`src/rtl/seq_bitscan_encoder.sv`:
```
// Serialises a multi-hot request vector into a stream of set-bit indices.
// Optional beats-remaining output enabled by defining SEQ_BITSCAN_CNT_EN.
module seq_bitscan_encoder #(
    parameter int N         = 8,
    parameter bit LSB_FIRST = 1'b1,
    localparam int W        = $clog2(N)
) (
    input  logic         clk,
    input  logic         rst_n,
    input  logic         clr,
    input  logic [N-1:0] I,
    input  logic         in_valid,
    output logic         in_ready,
    output logic [W-1:0] Y,
    output logic         V,
    output logic         last,
    output logic         out_valid,
`ifdef SEQ_BITSCAN_CNT_EN
    output logic [W:0]   cnt,
`endif
    input  logic         out_ready
);

    localparam int CW = W + 1;

    typedef enum logic {IDLE, BUSY} state_t;

    state_t         r_state;
    logic [N-1:0]   r_pend;

    logic [W-1:0]   w_idx;
    logic [N-1:0]   w_onehot;
    logic [CW-1:0]  w_cnt;
    logic           w_busy;
    logic           w_last;

    function automatic int unsigned scan_pos(input int unsigned k);
        return LSB_FIRST ? k : (N - 1 - k);
    endfunction

    // Scan in priority order; the first set bit found wins, popcount in the same pass.
    always_comb begin
        w_idx    = '0;
        w_onehot = '0;
        w_cnt    = '0;
        for (int unsigned k = 0; k < N; k++) begin
            if (r_pend[W'(scan_pos(k))] && (w_onehot == '0)) begin
                w_idx                     = W'(scan_pos(k));
                w_onehot[W'(scan_pos(k))] = 1'b1;
            end
            w_cnt = w_cnt + CW'(r_pend[k]);
        end
    end

    assign w_busy    = (r_state == BUSY);
    assign w_last    = (w_cnt <= CW'(1));

    assign in_ready  = rst_n && (r_state == IDLE) && !clr;
    assign out_valid = w_busy;
    assign Y         = w_busy ? w_idx : '0;
    assign V         = w_busy && (r_pend != '0);
    assign last      = w_busy && w_last;
`ifdef SEQ_BITSCAN_CNT_EN
    assign cnt       = w_busy ? w_cnt : '0;
`endif

    always_ff @(posedge clk or negedge rst_n) begin
        if (!rst_n) begin
            r_state <= IDLE;
            r_pend  <= '0;
        end else if (clr) begin
            r_state <= IDLE;
            r_pend  <= '0;
        end else begin
            case (r_state)
                IDLE: begin
                    if (in_valid) begin
                        r_pend  <= I;
                        r_state <= BUSY;
                    end
                end
                BUSY: begin
                    if (out_ready) begin
                        r_pend <= r_pend & ~w_onehot;
                        if (w_last) r_state <= IDLE;
                    end
                end
                default: begin
                    r_state <= IDLE;
                    r_pend  <= '0;
                end
            endcase
        end
    end

endmodule

```
`config.mk`:
```
export PLATFORM = sky130hd
export DESIGN_NAME = seq_bitscan_encoder
export DESIGN_NICKNAME = d
export VERILOG_FILES = /design/src/rtl/seq_bitscan_encoder.sv
export SDC_FILE = /design/constraint.sdc
export NUM_CORES = 1
export LEC_CHECK = 0
export CAP_MARGIN = 15
export CORE_MARGIN = 2
export CORE_UTILIZATION = 53
export DETAILED_ROUTE_END_ITERATION = 7
export PLACE_DENSITY = 0.84
export REMOVE_ABC_BUFFERS = 1
export SLEW_MARGIN = 0
export SYNTH_ARGS = -nofsm -noshare
export SYNTH_HDL_FRONTEND = slang
export SYNTH_SLANG_ARGS = --single-unit
```
`constraint.sdc`:
```
create_clock -name clk -period 6.63 [get_ports clk]
set_input_delay 1.326 -clock clk [delete_from_list [all_inputs] [get_ports clk]]
set_output_delay 1.326 -clock clk [all_outputs]
set_load 0.02 [all_outputs]
```
# ---- Yosys cells after proc, flatten, opt, wreduce, memory -nomap -nowiden
# Cells that the tools add are included.
dict set report totals {
  reg_bits 9
  in_bits 13
  output_inout_bits 7
  elab_cells 61
}
dict set report op_classes {
  addsub 7
  magnitude_cmp 1
  eq_ne 2
  mux 25
  n_bitwise 4
  n_reduce_logical 20
}
# op count
set op_table {}
lappend op_table {{8-bit two-way mux} 3}
lappend op_table {{3-bit two-way mux} 6}
lappend op_table {{4-bit by 1-bit adder with 4-bit output} 4}
lappend op_table {{8-bit one-hot mux with 2 select lines} 1}
lappend op_table {{1-bit two-way mux} 13}
lappend op_table {{1-bit logical AND} 11}
lappend op_table {{8-bit AND} 1}
lappend op_table {{8-bit inverter} 1}
lappend op_table {{8-bit nonzero test} 1}
lappend op_table {{7-bit zero test} 1}
lappend op_table {{6-bit zero test} 1}
lappend op_table {{3-bit != test, second input constant} 2}
lappend op_table {{5-bit zero test} 1}
lappend op_table {{3-bit by 1-bit adder with 4-bit output} 1}
lappend op_table {{4-bit by 1-bit <= comparator with 1-bit output, second input constant} 1}
lappend op_table {{4-bit zero test} 1}
lappend op_table {{2-bit by 1-bit adder with 3-bit output} 1}
lappend op_table {{3-bit zero test} 1}
lappend op_table {{1-bit by 1-bit adder with 2-bit output} 1}
lappend op_table {{2-bit zero test} 1}
lappend op_table {{2-bit two-way mux} 1}
lappend op_table {{1-bit inverter} 2}
lappend op_table {{1-bit one-hot mux with 2 select lines} 1}
lappend op_table {{2-bit AND reduction} 1}
lappend op_table {{1-bit zero test} 1}

# ---- Longest topological paths before layout
dict set report depth {
  ltp_word 27
  depth_mapped 10
}

# ---- Worst setup path after synthesis
# OpenSTA, ideal clock, no wires.
dict set report synth_timing {
  path_kind {register to output}
  from {register r_pend[0]}
  to {output last}
  arrival_ns 3.094
  setup_slack_ns 2.210
  path_stages_with_launch 11
  n_path_buf 0
  cell_sequence {dfrtp_1 -> fa_1 -> inv_1 -> fa_1 -> fa_1 -> inv_1 -> ha_1 -> fa_1 -> nor2_1 -> a21oi_1 -> nor3_1}
}
dict set report synth_via {
  elab_chain_len 9
}
# item line
set synth_rtl {}
lappend synth_rtl {{start: declaration} 29} ;# logic [N-1:0] r_pend;
lappend synth_rtl {{start signal: assignment} 84} ;# r_pend <= r_pend & ~w_onehot;
lappend synth_rtl {{1-bit by 1-bit adder with 2-bit output} 51} ;# w_cnt = w_cnt + CW'(r_pend[k]);
lappend synth_rtl {{2-bit by 1-bit adder with 3-bit output} 51}
lappend synth_rtl {{3-bit by 1-bit adder with 4-bit output} 51}
lappend synth_rtl {{4-bit by 1-bit adder with 4-bit output (4 in series)} 51}
lappend synth_rtl {{4-bit by 1-bit <= comparator with 1-bit output} 56} ;# assign w_last = (w_cnt <= CW'(1));
lappend synth_rtl {{1-bit logical AND} 62} ;# assign last = w_busy && w_last;
lappend synth_rtl {{end: declaration} 16} ;# output logic last,
# Every way passes these cells.

# ---- Final worst setup path
# Same ends and word-level chain as after synthesis.

==> results.sh <==
export IMPL_outcome="complete, no violations"
export IMPL_via_per_inst=6.23
export IMPL_htreeDepth=1
export IMPL_ir_drop_mv=0.150
export IMPL_clk_latency_ns=0.27
export IMPL_async_flop_share_pct=100
export IMPL_cp_data_arrival_time_ns=3.86
export IMPL_postCtsSetupBuffers=0
export IMPL_cts_root_buf="clkbuf_4"
export IMPL_grt_antenna_before_repair=0
export IMPL_fin_skew_ns=0.00218
export IMPL_routedWlPerCell_microns=16.4
export IMPL_fin_setup_tns_ns=0
export IMPL_yosysSeqAreaShare_pct=25.9
export IMPL_postSynthAreaPerCell_sq_um=9.90
export IMPL_tightest_slew_ns=0.480
export IMPL_final_hold_viol_count=0
export IMPL_clk_pin_slew_ns=0.07
export IMPL_die_x_microns=44.5
export IMPL_fin_crit_ns=5.18
export IMPL_cts_sinks=9
export IMPL_grt_start_max_net_pins=12
export IMPL_drtPass1Iterations=4
export IMPL_die_area_sq_um=1980
export IMPL_layoutNonFillerInstCount=124
export IMPL_ys_ff_latch=9
export IMPL_ys_top_cells_by_area="dfrtp_1 (26%), ha_1 (10%), fa_1 (9.2%), inv_1 (5.2%), a22o_1 (4.0%)"
export IMPL_grt_pass1_vias=772
export IMPL_synth_top_area_cell="dfrtp_1"
export IMPL_grt_pass1_wl_microns=3590
export IMPL_overflow=0
export IMPL_netlist_area_sq_um=871
export IMPL_drtIter0Drc=17
export IMPL_drcViolationCount=0
export IMPL_grt_use_met2_pct=39.4
export IMPL_max_slew_margin_rel_pct=67.9
export IMPL_fmax_ghz=0.193
export IMPL_placeableCoreArea_sq_um=1520
export IMPL_p_leak_nw=0.484
export IMPL_gp_congestion=0.828
export IMPL_ys_types=40
export IMPL_critPathLaunchType="flop"
export IMPL_antenna_cells=0
export IMPL_clock_path_buffers=2
export IMPL_cts_resized=0
export IMPL_drive_gt1_share_pct=12.0
export IMPL_area_growth_syn_to_layout_pct=24.7
export IMPL_cts_hold_fix_buffers=0
export IMPL_port_buffers=19
export IMPL_grt_use_met3_pct=7.76
export IMPL_row_count=14
export IMPL_fin_crit_sh_pct=78.2
export IMPL_r2r_start="r_pend[0]"
export IMPL_grt_use_met1_pct=34.1
export IMPL_synthFlopType="dfrtp_1"
export IMPL_vias=772
export IMPL_cap_viol_max_count=0
export IMPL_regToRegSetupSlack_ns=3.45
export IMPL_grt_usage_pct=25.2
export IMPL_cp_max_fo=4
export IMPL_yosysMostFrequentCell="inv_1"
export IMPL_drt_wl_total_microns=2030
export IMPL_synth_edf_count=0
export IMPL_hold_class="reg2reg"
export IMPL_crit_required_ns=5.30
export IMPL_hold_path_startpoint="r_pend[7]"
export IMPL_die_h_microns=44.5
export IMPL_final_max_slew_viol_count=0
export IMPL_numCtsBuffers=3
export IMPL_finish_utilization_pct=71.3
export IMPL_ant_nets=0
export IMPL_grt_setup_unrepaired="false"
export IMPL_io_pin_count=20
export IMPL_whs_path_depth=2
export IMPL_dp_hpwl_microns=1540
export IMPL_worstHoldEndpoint="r_pend[7]"
export IMPL_powerDensity_nw_per_um2=184
export IMPL_criticalPathCategory="reg2out"
export IMPL_cp_end_kind="output pin"
export IMPL_finalSetupViolations=0
export IMPL_synth_commonest_cells="inv_1 (12), dfrtp_1 (9), ha_1 (7), nor2_1 (6)"
export IMPL_dp_cells=120
export IMPL_ff2ff_path_depth=10
export IMPL_top_usage_layer="met2"
export IMPL_cts_tree="done"
export IMPL_r2r_end="out_valid"
export IMPL_synthCells=88
export IMPL_synth_top_cell_area_share_pct=25.9
export IMPL_yosys_warnings=0
export IMPL_nets=133
export IMPL_start_util_pct=57.1
==> cells by family (layout without fill, tap and decap cells) <==
| kind of cell | count (synthesis) | after routing | synth area share, % |
|---|---|---|---|
| fa+ha+maj | 11 | 11 | 19.3 |
| simple gates | 24 | 24 | 20.0 |
| compound gates | 26 | 26 | 23.3 |
| mux | 3 | 3 | 4.02 |
| flops | 9 | 9 | 25.9 |
| buf+inv | 15 | 35 | 7.61 |
==> metal layers <==
metal,part of all wire (%),vias to the layer above,wire (microns)
li1,-,361,-
met1,44,352,891
met2,46,50,939
met3,7.9,9,160
met4,1.9,0,39
met5,0,-,0
==> how the worst max path moves through the flow <==
stage | startpoint | depth (start not counted) | slack, ns | to
floorplan | r_pend[0] | 10 | 2.21 | last
finish | r_pend[0] | 11 | 1.45 | last
global route | r_pend[1] | 11 | 1.26 | last
CTS | r_pend[0] | 11 | 1.45 | last
global placement | r_pend[0] | 11 | 1.82 | last
detailed placement | r_pend[0] | 11 | 1.76 | last
==> through the flow <==
stage	instance area (sq um)	hold slack [ns]	power (mW)	setup WS, ns
final	1090	0.634	0.200	1.45
after global routing	1090	0.671	0.214	1.26
after CTS	1090	0.630	0.200	1.45
after detailed placement	1060	0.617	0.154	1.76
after global placement	1060	0.598	0.151	1.82
after floorplan	850	0.528	0.121	2.21
==> worst max-delay path: stages (launching register included) <==
cell             delay (ns)
dfrtp_1                0.44
fa_1                   0.55
inv_1                  0.05
fa_1                   0.47
fa_1                   0.50
inv_1                  0.04
ha_1                   0.20
fa_1                   0.37
and2_1                 0.16
a21oi_1                0.18
nor3_1                 0.07
clkdlybuf4s50_1        0.55
==> state kept, by name, summed over array words and instances, names as in the netlist <==
signal	count
out_valid	1
r_pend	8
==> power breakdown <==
group / switching, mW / internal (mW)
combinational: 0.0424 / 0.0424
clock: 0.0225 / 0.0233
sequential: 0.0100 / 0.0591
total: 0.0750 / 0.125
==> placed cells by master (no fill, tap or decap), types with 2 or more instances in the layout <==
master and instances:
nor2_1 6, nor3_1 2, a22o_1 4, a211oi_1 2
inv_1 12, fa_1 4, o22ai_1 4, mux2i_1 2
dfrtp_1 9, clkdlybuf4s50_1 19, ha_1 7, nand2_1 3
clkbuf_4 3, a21oi_1 3, o21ai_0 2
==> final cells by class <==
class                      instances  area, sq um
fill                             114          438
multi-input combinational         64          579
clock buffer                       4         26.3
inverter                          12         45.0
timing repair buffer              19          190
sequential                         9          225
tap                               16         20.0
No activity file was read; power rests on OpenSTA's default activity.
